--- src/rtl/tlb_refill_walker.sv ---
// tlb_refill_walker: single-level TLB refill engine.
// On a miss it reads one PTE at PTBR + VPN*4 and either installs it into the
// victim way (FILL) or reports an invalid PTE (FAULT).
// Optional feature macro: WALKER_WIRED_EN reserves way 0, so victims cycle
// 1..2^LOG_WAYS-1 and way 0 is never selected.
//
// Handshake: MEM_RD is held high in READ until MEM_RDY is sampled high on a
// rising edge; that edge accepts MEM_RDATA. ABORT in READ wins over MEM_RDY.
module tlb_refill_walker #(
    parameter int LOG_WAYS = 2,
    parameter int VPN_W    = 22,
    parameter int PFN_W    = 22
) (
    input  logic                      CLK,
    input  logic                      RESET,
    input  logic                      MISS_REQ,
    input  logic [VPN_W-1:0]          MISS_VPN,
    input  logic [7:0]                ASID,
    input  logic [31:0]               PTBR,
    input  logic                      ABORT,
    output logic                      MEM_RD,
    output logic [31:0]               MEM_ADDR,
    input  logic                      MEM_RDY,
    input  logic [31:0]               MEM_RDATA,
    output logic [LOG_WAYS-1:0]       TLB_INDEX,
    output logic [VPN_W+PFN_W+9:0]    TLB_ENTRY,
    output logic                      TLB_WE,
    output logic                      BUSY,
    output logic                      DONE,
    output logic                      FAULT,
    output logic [1:0]                dbg_state_o
);

    localparam int ENTRY_W = VPN_W + PFN_W + 10;
    localparam logic [LOG_WAYS-1:0] WAY_MAX = '1;
`ifdef WALKER_WIRED_EN
    localparam logic [LOG_WAYS-1:0] WAY_FIRST = LOG_WAYS'(1);
`else
    localparam logic [LOG_WAYS-1:0] WAY_FIRST = '0;
`endif

    typedef enum logic [1:0] {
        ST_IDLE  = 2'd0,
        ST_READ  = 2'd1,
        ST_FILL  = 2'd2,
        ST_FAULT = 2'd3
    } state_t;

    state_t               state_q, state_d;
    logic [VPN_W-1:0]     vpn_q, vpn_d;
    logic [7:0]           asid_q, asid_d;
    logic [ENTRY_W-1:0]   entry_q, entry_d;
    logic [LOG_WAYS-1:0]  victim_q, victim_d;
    logic [31:0]          pte_off;

    // Byte offset of the PTE: VPN scaled by 4, wrapped to 32 bits.
    assign pte_off = 32'({vpn_q, 2'b00});

    // State and datapath registers; reset abandons any walk in flight.
    always_ff @(posedge CLK or posedge RESET) begin
        if (RESET) begin
            state_q  <= ST_IDLE;
            vpn_q    <= '0;
            asid_q   <= '0;
            entry_q  <= '0;
            victim_q <= WAY_FIRST;
        end else begin
            state_q  <= state_d;
            vpn_q    <= vpn_d;
            asid_q   <= asid_d;
            entry_q  <= entry_d;
            victim_q <= victim_d;
        end
    end

    // Next-state, latching decisions and per-state output strobes.
    always_comb begin
        state_d  = state_q;
        vpn_d    = vpn_q;
        asid_d   = asid_q;
        entry_d  = entry_q;
        victim_d = victim_q;
        MEM_RD   = 1'b0;
        MEM_ADDR = '0;
        TLB_WE   = 1'b0;
        DONE     = 1'b0;
        FAULT    = 1'b0;
        case (state_q)
            ST_IDLE: begin
                if (MISS_REQ && !ABORT) begin
                    vpn_d   = MISS_VPN;
                    asid_d  = ASID;
                    state_d = ST_READ;
                end
            end
            ST_READ: begin
                MEM_RD   = 1'b1;
                MEM_ADDR = PTBR + pte_off;
                if (ABORT) begin
                    state_d = ST_IDLE;
                end else if (MEM_RDY) begin
                    // Dirty bit is copied as-is; a clean PTE is still installed.
                    entry_d = {vpn_q, asid_q, PFN_W'(MEM_RDATA[31:10]),
                               MEM_RDATA[1], 1'b1};
                    state_d = MEM_RDATA[0] ? ST_FILL : ST_FAULT;
                end
            end
            ST_FILL: begin
                TLB_WE   = 1'b1;
                DONE     = 1'b1;
                victim_d = (victim_q == WAY_MAX) ? WAY_FIRST
                                                 : victim_q + LOG_WAYS'(1);
                state_d  = ST_IDLE;
            end
            ST_FAULT: begin
                FAULT   = 1'b1;
                state_d = ST_IDLE;
            end
            default: begin
                state_d = ST_IDLE;
            end
        endcase
    end

    assign BUSY        = (state_q != ST_IDLE);
    assign TLB_INDEX   = victim_q;
    assign TLB_ENTRY   = entry_q;
    assign dbg_state_o = state_q;

endmodule

--- config.mk ---
export PLATFORM = sky130hd
export DESIGN_NAME = tlb_refill_walker
export DESIGN_NICKNAME = d
export VERILOG_FILES = /design/src/rtl/tlb_refill_walker.sv
export SDC_FILE = /design/constraint.sdc
export NUM_CORES = 1
export LEC_CHECK = 0
export CORE_ASPECT_RATIO = 1.1
export CORE_UTILIZATION = 30
export CTS_BUF_LIST = sky130_fd_sc_hd__clkbuf_16
export CTS_CLUSTER_DIAMETER = 150
export DETAILED_ROUTE_END_ITERATION = 6
export PLACE_DENSITY = 0.59
export SETUP_SLACK_MARGIN = 0.15
export SYNTH_ARGS = -nofsm -noshare
export SYNTH_HDL_FRONTEND = slang
export SYNTH_SLANG_ARGS = --single-unit
export TNS_END_PERCENT = 50
--- constraint.sdc ---
create_clock -name CLK -period 3.5 [get_ports CLK]
set_input_delay 0.35 -clock CLK [delete_from_list [all_inputs] [get_ports CLK]]
set_output_delay 0.35 -clock CLK [all_outputs]
set_load 0.005 [all_outputs]
### Word level (Yosys, flattened, before mapping)

Index checks and enable logic that the tools add are counted.

* input port bits: 99
* word-level logic and storage cells: 32
* register bits after elaboration: 88

* mux-type cells: 10
* bitwise logic cells: 1
* equality and inequality tests: 6
* reductions and logical operators: 8
* $add $sub $neg: 2

Operator list (count)
* $add A32 B24 Y32: 1
* $mux W32: 1
* $mux W2: 4
* $eq A2 B2 Y1 const B: 3
* $pmux W2 S3: 1
* $mux W1: 4
* $reduce_and A2 Y1: 2
* $ne A3 B3 Y1 const B: 1
* $reduce_and A3 Y1: 1
* $add A2 B1 Y2 const B: 1
* $eq A2 B1 Y1 const B: 1
* $logic_not A2 Y1: 1
* $ne A2 B2 Y1 const B: 1
* $reduce_bool A2 Y1: 1
* $reduce_or A2 Y1: 1
* $logic_and A1 B1 Y1: 1
* $logic_not A1 Y1: 1
* $not A1 Y1: 1

### Depth between registers and ports, before layout

* depth in word-level cells: 4
* gate-level depth with buffers: 10
* mapped depth without buffers: 10

### Least setup slack after synthesis

Ideal clock, no wire load.

* path type: input-to-output
* from: in PTBR[2]
* to: out MEM_ADDR[28]
* buffers on the path: 0
* slack: 1.122 ns
* stages on the path: 10
* data arrival time: 2.028 ns
* path through: ha_1 > inv_1 > fa_1 > nand2b_1 > a21oi_1 > o211ai_1 > nand3_1 > a21oi_2 > or3_1 > a21oi_1

* longest elaborated chain between the ends: 2

RTL lines
* start: declaration: line 19 `input logic [31:0] PTBR,`
* $add A32 B24 Y32: line 98 `MEM_ADDR = PTBR + pte_off;`
* $mux W32: line 88 `case (state_q)`
* end: declaration: line 22 `output logic [31:0] MEM_ADDR,`

Every way passes these cells.

### Worst setup path after layout

* from: in PTBR[5]
* to: out MEM_ADDR[11]

The elaborated chain is that of the path after synthesis.

==> run_results.csv <==
group,metric,value,unit
synthesis,synth_xor_area_frac,0.0398,
drt,firstDrtPassIters,4,
min_path,worstHoldStart,"TLB_ENTRY[0]",
synthesis,yosysTopAreaCellShare,0.455,
power,power_density,583,nW/um^2
floorplan,start_util,0.307,
synthesis,syn_inst,435,
floorplan,die_x,123,microns
drt,num_vias,4024,
synthesis,ys_async_sr_fraction,1.00,
outcome,status,"finished, final reports clean",
global_route,grt_pass1_wl,21.6,mm
critical_path,end_kind,"output port",
drt,remaining_drc_errors,0,
cells_and_area,ff_latch_area,2200,sq um
critical_path,critical_path.startpoint,"PTBR[5]",
timing,max_freq,0.303,GHz
timing,hold_ws,482,ps
clock_network,htreeDepth,3,
clock_network,clkLatencyLatePin,330,ps
power,p_total,4.27,mW
timing,tightest_slew,858,ps
cells_and_area,fillers,1495,
placed_design,numPortBuffers,185,
clock_network,clk_path_buf_depth,2,
synthesis,synth_adder_area_share,0.0636,
critical_path,cp_max_fo,5,
clock_network,cts-root-buf,"clkbuf_16",
cells_and_area,insertedDiodeCount,0,
drt,drt_iter0_drc,105,
timing,finalCritPeriodShare,0.942,
synthesis,ys.warnings.count,0,
synthesis,synth_area_leader_cell,"dfrtp_1",
global_route,antenna_found_initial,0,
floorplan,die_area,16600,sq um
synthesis,synth_top_family_by_area,"multiplexers",
synthesis,synth_edf_count,0,
synthesis,synthTopCellsByArea,"dfrtp_1 46%, mux2_2 19%, ha_1 5.9%",
cells_and_area,drive_gt1_frac,0.219,
critical_path,r2r_cells,4,
cells_and_area,nNetsFinal,748,
clock_network,clock-sinks,88,
floorplan,die_height,135,microns
global_route,grt_pass1_vias,4388,
floorplan,core,15700,sq um
drt,drtAntennaViolNets,0,
critical_path,setup.worst_path.class,"input port to output port",
flow_run,maxCapViolCount,0,
min_path,hold_depth,1,
clock_network,path_clk_slew,60,ps
cells_and_area,area_growth,51.5,%
cells_and_area,multi_input_area,2580,sq um
placed_design,hpwl,10.4,mm
floorplan,rows,48,
power,ir_worst_vdd,0.255,mV
timing,drv_slew,0,
synthesis,seq_area_frac_synth,0.455,
synthesis,netlist_area,4840,sq um
synthesis,synth_nets,558,
critical_path,crit_required,3150,ps
timing,skew,5.25,ps
synthesis,synth_cell_types,54,
synthesis,yosys.area_share.simple,0.108,
global_route,overflow,0,
placed_design,place_congestion,0.894,
drt,vias_per_cell,4.85,
floorplan,io_pins,194,
power,p_leak,3.07,nW
synthesis,synth_compound_area_frac,0.107,
timing,min_period,3300,ps
global_route,grt_usage,0.166,
clock_network,cts_tree,"built",
synthesis,avgSynthCellArea,11.1,sq um
synthesis,ys_seq_elements,88,
timing,max_slew_margin,0.428,
synthesis,ys.flop_type,"dfrtp_1",
min_path,hold_class,"register to register",
clock_network,cts_buffers,9,
drt,wl_per_cell,16.0,microns
timing,setup_viol,0,
synthesis,muxShareOfSynthArea,0.198,
timing,hold_viol,0,
drt,routed_wl,13.3,mm
critical_path,start_kind,"input port",
global_route,grt_max_degree,51,
timing,grt_setup_unrepaired,"yes",
critical_path,rr_startpoint,"dbg_state_o[1]",
critical_path,cp.arrival,2950,ps
## worst max-delay path, stage by stage
cell	delay, ps
clkdlybuf4s50_1	480
ha_2	310
a21o_1	200
a21oi_2	210
nand2_1	110
a21boi_0	260
o21ai_0	140
xnor2_1	150
nor2_1	190
clkdlybuf4s50_1	540
## cell families after synthesis
kind of cell             count (synthesis)
AO/OA/AOI/OAI                           79
XOR/XNOR                                22
adder cells (fa/ha/maj)                 24
buffers and inverters                   31
flip-flops                              88
multiplexers                            85
AND/OR/NAND/NOR                        106
## final cells by class
| class | count | area share |
|---|---|---|
| inverters | 10 | 0.00529 |
| clock buffers | 9 | 0.0307 |
| well taps | 200 | 0.0341 |
| clock inverters | 6 | 0.00836 |
| multi-input cells | 316 | 0.351 |
| repair buffers | 200 | 0.270 |
| flip-flops and latches | 88 | 0.300 |
## state kept, by name, summed over array words and instances (netlist names)
name and count:
TLB_ENTRY 54, TLB_INDEX 2, asid_q 8, dbg_state_o 2
vpn_q 22
## cells in the final DEF (no fill, tap or decap), types with 7 or more instances in the layout
cell | netlist | final
clkdlybuf4s50_1 | 0 | 179
dfrtp_1 | 88 | 88
mux2_2 | 83 | 83
nor2_1 | 33 | 33
nand2_1 | 25 | 25
a21oi_1 | 26 | 21
ha_1 | 23 | 20
buf_4 | 1 | 15
xnor2_1 | 14 | 14
o21ai_0 | 11 | 10
clkbuf_16 | 0 | 9
inv_1 | 9 | 8
nand3_1 | 8 | 8
xor2_1 | 8 | 8
and2_1 | 8 | 7
## report_power, final
| group | internal, mW | switching (mW) |
|---|---|---|
| clock | 0.547 | 0.392 |
| sequential | 1.32 | 0.190 |
| combinational | 1.11 | 0.709 |
## metal layers
layer	track usage	vias to the layer above	part of all wire
li1	-	1932	-
met1	0.194	1947	0.41
met2	0.290	133	0.50
met3	0.0513	12	0.078
met4	0.0502	0	0.014
met5	0	-	0
## path summary, 6_finish.rpt
check,end,slack [ps]
min in group asynchronous,TLB_ENTRY[22],500
worst min register to register,TLB_ENTRY[0],480
max in group asynchronous,TLB_ENTRY[47],2210
worst min-delay path,TLB_ENTRY[0],480
worst max-delay path,MEM_ADDR[11],200
worst max register to register,TLB_ENTRY[49],1360
## Yosys cell counts (all sizes together), types with 2 or more instances
library cell and instances:
nand2 25, clkbuf 4, o21bai 3, dfrtp 88
xnor2 14, a21o 5, nor2b 2, inv 9
buf 17, o211ai 4, a21oi 29, a211oi 2
xor2 8, nand2b 6, or2 2, nor3 7
mux2 84, and2 9, nor2 33, and3 4
nand3 8, o21ai 15, ha 23, nand4 6
o21a 6, a31oi 4
## through the flow
stage           util  worst slack, ps  instance area [sq um]  cells  TNS (ps)
6_report       0.466              202                   7330    829         0
5_1_grt        0.466             55.0                   7330    829         0
4_1_cts        0.463             89.7                   7280    829         0
3_5_place_dp   0.443             -145                   6960    814      -333
3_3_place_gp   0.443             -100                   6960    814      -183
2_1_floorplan      -              871                   4840    435         0
## repair_timing
item	CTS	global route
pin swaps	4	10
endpoints found under the setup margin	12	16
buffers inserted	0	0
gates resized for setup	8	14
hold buffers	0	0
(Power assumes the default switching activity.)
